**src/rtl/sat_chan_gen.sv**
```systemverilog
// sat_chan_gen: single-SV signal generator (Doppler NCO, sin/cos LUT, chip modulation, complex mult, saturating gain)
// Ports: clk, reset (sync, active-high); enable advances the NCO and marks the sample valid;
//   cfg_valid/cfg_ready/cfg_freq/cfg_gain/cfg_sel stage one config that goes live on ca_epoch;
//   ca_seq/pcode_seq hold the chips of all SVs, indexed by the active sel;
//   real_out/imag_out/out_valid follow the sample that enable marked, four clocks later.
// Define SAT_CHAN_PCODE_EN to drive the in-phase arm with the P code (otherwise it is zero).
module sat_chan_gen #(
    parameter int PHASE_W  = 32,
    parameter int LUT_AW   = 8,
    parameter int AMP_W    = 9,
    parameter int P_AMP    = 180,
    parameter int GAIN_W   = 16,
    parameter int OUT_W    = 16,
    parameter int CA_CHANS = 36,
    parameter int SEL_W    = $clog2(CA_CHANS)
) (
    input  logic                clk,
    input  logic                reset,
    input  logic                enable,
    input  logic                cfg_valid,
    output logic                cfg_ready,
    input  logic [PHASE_W-1:0]  cfg_freq,
    input  logic [GAIN_W-1:0]   cfg_gain,
    input  logic [SEL_W-1:0]    cfg_sel,
    input  logic                ca_epoch,
    input  logic [CA_CHANS-1:0] ca_seq,
    input  logic [CA_CHANS-1:0] pcode_seq,
    output logic [OUT_W-1:0]    real_out,
    output logic [OUT_W-1:0]    imag_out,
    output logic                out_valid
);
    localparam int A  = 2 ** (AMP_W - 1) - 1;
    localparam int N  = 2 ** LUT_AW;
    localparam int PW = 2 * AMP_W + 1;
    localparam int MW = PW + GAIN_W + 1;
    localparam int SH = 2 * AMP_W + GAIN_W - OUT_W - 1;
    localparam real TWO_PI = 6.283185307179586;
    localparam logic signed [AMP_W-1:0] POS_A = AMP_W'(A);
    localparam logic signed [AMP_W-1:0] NEG_A = -POS_A;
    localparam logic signed [AMP_W-1:0] POS_P = AMP_W'(P_AMP);
    localparam logic signed [AMP_W-1:0] NEG_P = -POS_P;
    localparam logic signed [OUT_W-1:0] OMAX = {1'b0, {(OUT_W - 1){1'b1}}};
    localparam logic signed [OUT_W-1:0] OMIN = {1'b1, {(OUT_W - 1){1'b0}}};

    typedef enum logic {EMPTY, PENDING} cfg_st_t;

    // Quarter points are forced so the axes carry exact zeros and full-scale values.
    function automatic logic signed [AMP_W-1:0] lut_val(input int k, input logic is_sin);
        real x;
        int r;
        int q;
        x = real'(A) * (is_sin ? $sin(TWO_PI * k / N) : $cos(TWO_PI * k / N));
        r = (x >= 0.0) ? $rtoi(x + 0.5) : -$rtoi(0.5 - x);
        q = (k / (N / 4) + (is_sin ? 3 : 0)) % 4;
        if (k % (N / 4) == 0)
            r = (q == 0) ? A : (q == 2) ? -A : 0;
        return AMP_W'(r);
    endfunction

    // Gain is treated as unsigned; the floor shift keeps negative results rounding toward -inf.
    function automatic logic signed [OUT_W-1:0] scale(input logic signed [PW-1:0] p, input logic [GAIN_W-1:0] g);
        logic signed [MW-1:0] m;
        m = (MW'(p) * $signed(MW'({1'b0, g}))) >>> SH;
        return (m > MW'(OMAX)) ? OMAX : (m < MW'(OMIN)) ? OMIN : m[OUT_W-1:0];
    endfunction

    logic signed [AMP_W-1:0] cos_lut [N];
    logic signed [AMP_W-1:0] sin_lut [N];
    for (genvar k = 0; k < N; k++) begin : g_lut
        assign cos_lut[k] = lut_val(k, 1'b0);
        assign sin_lut[k] = lut_val(k, 1'b1);
    end

    cfg_st_t st, st_nx;
    logic [PHASE_W-1:0] phase, act_freq, sh_freq;
    logic [GAIN_W-1:0] act_gain, sh_gain, s1_gain, s2_gain, s3_gain;
    logic [SEL_W-1:0] act_sel, sh_sel;
    logic [LUT_AW-1:0] s1_idx;
    logic signed [AMP_W-1:0] re_d, im_d, s1_re, s1_im, s2_re, s2_im, s2_cos, s2_sin;
    logic signed [PW-1:0] m_re, m_im, s3_re, s3_im;
    logic s1_v, s2_v, s3_v, sel_ok, epoch_apply;

    always_ff @(posedge clk)
        st <= reset ? EMPTY : st_nx;

    always_comb
        st_nx = (st == EMPTY) ? (cfg_valid ? PENDING : EMPTY) : (ca_epoch ? EMPTY : PENDING);

    always_comb
        cfg_ready = (st == EMPTY);

    assign epoch_apply = (st == PENDING) && ca_epoch;
    assign sel_ok = int'(act_sel) < CA_CHANS;
    assign im_d = !sel_ok ? '0 : ca_seq[act_sel] ? NEG_A : POS_A;
`ifdef SAT_CHAN_PCODE_EN
    assign re_d = !sel_ok ? '0 : pcode_seq[act_sel] ? NEG_P : POS_P;
`else
    logic unused_pcode;
    assign unused_pcode = ^{pcode_seq, POS_P, NEG_P};
    assign re_d = '0;
`endif

    assign m_re = PW'(s2_re) * PW'(s2_cos) - PW'(s2_im) * PW'(s2_sin);
    assign m_im = PW'(s2_re) * PW'(s2_sin) + PW'(s2_im) * PW'(s2_cos);

    always_ff @(posedge clk) begin
        if (reset) begin
            phase     <= '0;
            act_freq  <= '0;
            act_gain  <= '0;
            act_sel   <= '0;
            s1_v      <= 1'b0;
            s2_v      <= 1'b0;
            s3_v      <= 1'b0;
            out_valid <= 1'b0;
            real_out  <= '0;
            imag_out  <= '0;
        end else begin
            if (enable)
                phase <= phase + act_freq;
            if (epoch_apply)
                {act_freq, act_gain, act_sel} <= {sh_freq, sh_gain, sh_sel};
            s1_v      <= enable;
            s2_v      <= s1_v;
            s3_v      <= s2_v;
            out_valid <= s3_v;
            real_out  <= s3_v ? scale(s3_re, s3_gain) : '0;
            imag_out  <= s3_v ? scale(s3_im, s3_gain) : '0;
        end
    end

    // Data stages carry gain alongside each sample so an epoch never mixes old and new settings.
    always_ff @(posedge clk) begin
        if (cfg_valid && cfg_ready)
            {sh_freq, sh_gain, sh_sel} <= {cfg_freq, cfg_gain, cfg_sel};
        s1_idx  <= phase[PHASE_W-1 -: LUT_AW];
        s1_re   <= re_d;
        s1_im   <= im_d;
        s1_gain <= act_gain;
        s2_cos  <= cos_lut[s1_idx];
        s2_sin  <= sin_lut[s1_idx];
        s2_re   <= s1_re;
        s2_im   <= s1_im;
        s2_gain <= s1_gain;
        s3_re   <= m_re;
        s3_im   <= m_im;
        s3_gain <= s2_gain;
    end
endmodule

```
**config.mk**
```make
export PLATFORM = sky130hd
export DESIGN_NAME = sat_chan_gen
export DESIGN_NICKNAME = d
export VERILOG_FILES = /design/src/rtl/sat_chan_gen.sv
export SDC_FILE = /design/constraint.sdc
export NUM_CORES = 2
export LEC_CHECK = 0
export CAP_MARGIN = 10
export CORE_MARGIN = 5
export CORE_UTILIZATION = 45
export CTS_CLUSTER_SIZE = 16
export DETAILED_ROUTE_END_ITERATION = 6
export PLACE_DENSITY = 0.6
export SLEW_MARGIN = 20
export SYNTH_ARGS = -nofsm -noshare
export SYNTH_HDL_FRONTEND = slang
export SYNTH_SLANG_ARGS = --single-unit
```
**constraint.sdc**
```tcl
create_clock -name clk -period 7.8 [get_ports clk]
set_input_delay 1.56 -clock clk [delete_from_list [all_inputs] [get_ports clk]]
set_output_delay 1.56 -clock clk [all_outputs]
set_load 0.02 [all_outputs]
```
==> impl_results.rst <==
.. list-table::
   :header-rows: 1

   * - Metric
     - Value
   * - Die H
     - between 300 and 400 µm
   * - Pwr Density
     - about 320 mW/mm²
   * - Most used cells in the layout excluding fill and tap cells
     - sky130_fd_sc_hd__inv_1, sky130_fd_sc_hd__fa_1, sky130_fd_sc_hd__nand2_1, sky130_fd_sc_hd__ha_1, sky130_fd_sc_hd__and2_1
   * - FF-to-FF End
     - imag_out[1]
   * - Layout-stage area growth over the synthesis result
     - 10.03%
   * - Layout Skew
     - between 0.04 and 0.05 ns
   * - Average size of a mapped cell
     - between 9 and 10 µm²
   * - Initial antenna violation count
     - 1
   * - GRT Overall Usage
     - 18.87%
   * - Setup-violating endpoint count in the final report
     - 0
   * - Core Footprint
     - about 0.085 mm²
   * - Root buffer selected by CTS
     - sky130_fd_sc_hd__clkbuf_16
   * - H-tree depth
     - 2
   * - Data required time at the worst endpoint
     - between 8 and 9 ns
   * - Largest buffer count on any clock path
     - 3
   * - Via count of the first global-routing pass
     - 27870
   * - RSZ-0062 raised after global routing
     - no
   * - Final total negative setup slack
     - 0 ns
   * - Total of cells resized after clock tree synthesis
     - 0
   * - Reg-to-reg slack, setup
     - roughly 0.4 ns
   * - Number of buffers created by CTS
     - 37
   * - Clock network power share
     - a little over an eighth
   * - Switching pwr
     - ~0.0063 W
   * - Largest net degree at the start of global routing
     - 93
   * - Leak pwr
     - between 20 and 25 nW
   * - Die boundary width
     - 303.3 µm
   * - Final WS setup
     - about 0.40 ns
   * - Crit Path Max Fanout
     - 23
   * - Number of nets in the final layout
     - roughly 5400
   * - Port-buffer cells
     - 128
   * - Top-level I/O count
     - around 170
   * - Terminating pin of the worst hold path
     - s3_gain[15]
   * - Startpoint Class
     - register
   * - Hold Buf Count CTS
     - 0
   * - Site row count
     - 107
   * - Number of hold violations in the final report
     - 0
   * - Number of enable flip-flop cells after synthesis
     - 54
   * - Highest attainable clock frequency
     - around 140 MHz
   * - Register bit total from synthesis
     - between 200 and 300
   * - Share of synthesized area occupied by flip-flops and latches
     - roughly 17%
   * - Leading register cell type out of synthesis
     - sky130_fd_sc_hd__dfxtp_1
   * - Count of max-cap constraint violations
     - 0
   * - Async set-reset flop share out of synthesis
     - 0%
   * - Area occupied by multi-input gates
     - approximately 0.028 mm²
   * - Share of the cycle needed by the critical path after routing
     - 94.90%
   * - Area enclosed by the die boundary
     - around 0.092 mm²
   * - First-pass DRT Iterations
     - 5
   * - CTS clock-pin slew for the worst setup and hold paths
     - roughly 0.060 ns
   * - GRT Residual Overflow
     - 0
   * - Effective utilization at floorplan
     - 45.38%
   * - Per-cell via count in the routed design
     - approximately 5
   * - Most frequent standard cell in the layout excluding fill and tap cells
     - sky130_fd_sc_hd__inv_1
   * - Number of different library cells in the post-synthesis netlist
     - 90
   * - Depth of the worst register-to-register path
     - 24
   * - Cell with the biggest individual delay on the critical path
     - sky130_fd_sc_hd__dfxtp_1
   * - Run status
     - complete, no violations
   * - Clk sink count
     - slightly below 300
   * - Worst slack at placement
     - approximately 0.28 ns
   * - Crit path kind
     - reg -> reg
   * - Clock tree from TritonCTS
     - done
   * - Via count
     - approximately 27000
   * - Cell mode on critical path
     - sky130_fd_sc_hd__fa_1
   * - Ordered list of cells on the worst path
     - buf_4 > and2_1 > fa_1 > inv_1 > fa_1 > fa_1 > inv_1 > ha_1 > fa_1 > inv_1 > fa_1 > inv_1 > ha_1 > o21ai_0 > nor2_1 > o21ai_0 > o21ai_1 > o211ai_2 > a211oi_2 > o21ai_1 > a31oi_1 > a31o_2 > nand3_2 > a31o_2
   * - Synth Instances
     - approximately 4200
   * - Setup bufs post-CTS
     - 0
   * - Placer Congestion
     - ~0.86
   * - First-pass GRT wire length
     - roughly 140000 µm
   * - Source-to-sink clock delay at the later pin of the worst-skew pair
     - a little under 0.6 ns
   * - Worst reg2reg startpoint
     - s3_gain[7]
   * - FF/Latch Area
     - approximately 0.0064 mm²
   * - Routed wire per std cell
     - between 15 and 20 µm
   * - Sw Share
     - approximately 46%
   * - IR Drop Worst-Case VDD
     - approximately 0.68 mV
   * - Net Count, Synth
     - ~5300
   * - Internal power
     - roughly 0.0074 W
   * - Routed wire length
     - 82870 µm
   * - Total design power
     - 0.01369 W
   * - Fill cells
     - roughly 8000
   * - Worst-margin pin slew
     - 1.003 ns
   * - Share of power burned in combinational logic
     - roughly 70%
   * - Sort of element at the end of the critical path
     - register
   * - Max-slew violation count
     - 0
   * - Worst hold-check path type
     - reg -> reg
   * - Final critical delay including setup and external delays
     - roughly 7.4 ns
   * - CP peak stage delay
     - 0.75 ns
   * - Startpoint of the tightest hold check path
     - s2_gain[15]
   * - Post-synthesis instance area
     - 0.03870 mm²
   * - DRC errors left
     - 0
   * - Worst hold path stage count
     - 0
   * - HPWL after detailed placement
     - between 60000 and 70000 µm
   * - Number of warnings printed during yosys synthesis
     - 0
   * - Final ANT Viol Nets
     - 0
   * - Arrival time of the worst setup path
     - roughly 7.8 ns
   * - Share of cells above drive strength 1
     - 4.653%
   * - Flop pwr share
     - around 17%
   * - Max transition margin
     - about a third
   * - Number of DRC markers in iteration 0
     - ~1500
-- routing by layer --
layer | vias up | GRT usage [%] | share of wire, %
li1 | 12820 | - | -
met1 | 13550 | 26.45 | 46
met2 | 517 | 31.45 | 48
met3 | 93 | 2.640 | 4.7
met4 | 2 | 4.241 | 1.8
met5 | - | 0 | 0.014
-- flip-flops by register name, indices dropped and copies added, names as in the netlist, 16 cells and up --
name      count
act_freq     32
act_gain     16
imag_out     16
phase        32
real_out     16
s1_gain      16
s2_gain      16
s3_gain      16
s3_im        18
s3_re        19
sh_freq      32
sh_gain      16
-- per-stage QoR --
stage	instance area (µm²)	hold slack (ns)	instances	util, %
2_1_floorplan	38700	0.3096	4165	-
3_3_place_gp	41270	0.3101	5332	48.39
3_5_place_dp	41270	0.3121	5332	48.39
4_1_cts	42560	0.2994	5399	49.91
5_1_grt	42580	0.3195	5399	49.93
6_report	42580	0.3084	5400	49.93
-- cells in the mapped netlist (all sizes together), types with 4 or more instances --
cell type / n / area (µm²)
a211oi: 28 / 237.7
a21boi: 5 / 41.29
a21o: 40 / 302.8
a21oi: 184 / 962.2
a311oi: 6 / 52.55
a31o: 6 / 52.55
a31oi: 18 / 118.9
and2: 262 / 1639
and3: 10 / 62.56
buf: 22 / 111.4
clkbuf: 152 / 570.6
dfxtp: 240 / 4805
edfxtp: 54 / 1622
fa: 714 / 14290
ha: 314 / 3929
inv: 911 / 3420
mux2i: 32 / 320.3
mux4: 14 / 315.3
nand2: 572 / 2150
nand2b: 26 / 162.7
nand3: 29 / 150.1
nand4: 5 / 31.28
nor2: 137 / 514.2
nor2b: 15 / 93.84
nor3: 27 / 145.1
nor4: 4 / 25.02
o211ai: 15 / 122.6
o21a: 15 / 112.6
o21ai: 91 / 470.5
o21bai: 12 / 90.09
o221ai: 4 / 41.29
o22ai: 8 / 50.05
o311ai: 6 / 52.55
o31a: 4 / 35.03
o31ai: 6 / 45.04
o41ai: 4 / 42.55
or2: 4 / 25.02
or3: 10 / 63.81
xnor2: 83 / 727.0
xor2: 36 / 322.8
-- worst max-delay path, delay by kind of cell (launching register included) --
kind            cells  cell delay, ns
fa+ha+maj           7            2.88
buf+inv             5            0.61
simple gates        3            0.74
compound gates      9            2.23
flops               1            0.75
-- kinds of logic after synthesis --
family | share of synthesized area [%]
XOR/XNOR | 2.713
adder cells (fa/ha/maj) | 47.09
AO/OA/AOI/OAI | 7.869
AND/OR/NAND/NOR | 13.40
other | 0.009690
flip-flops | 16.61
multiplexers | 1.701
buffers and inverters | 10.62
-- cell type report --
| type | instances | area share, % |
|---|---|---|
| multi-input cells | 2784 | 66.21 |
| well taps | 1144 | 3.361 |
| clock buffers | 48 | 2.462 |
| repair buffers | 197 | 4.237 |
| clock inverters | 19 | 0.5788 |
| flip-flops and latches | 294 | 15.10 |
| diodes | 1 | 0.005877 |
| inverters | 913 | 8.048 |
-- power by group through the flow --
stage                     clock network [W]  registers (W)  logic (W)
final                               0.00178        0.00233    0.00958
after floorplan                           0        0.00206    0.00791
after detailed placement                  0        0.00235    0.00961
after global routing                0.00190        0.00236     0.0112
after CTS                           0.00185        0.00232    0.00975
after global placement                    0        0.00235    0.00947
-- worst max-delay path by stage --
stage | start | to | slack, ns | cells after the start
after floorplan | s3_gain[2] | real_out[0] | 1.17 | 22
after global placement | s3_gain[6] | real_out[14] | 0.34 | 24
after detailed placement | s3_gain[6] | real_out[14] | 0.28 | 24
after CTS | s3_gain[7] | real_out[14] | 0.27 | 24
after global routing | s3_gain[7] | real_out[14] | 0.02 | 24
final | s3_gain[7] | imag_out[1] | 0.40 | 24
Note: power is estimated with default switching activity, not from simulation.
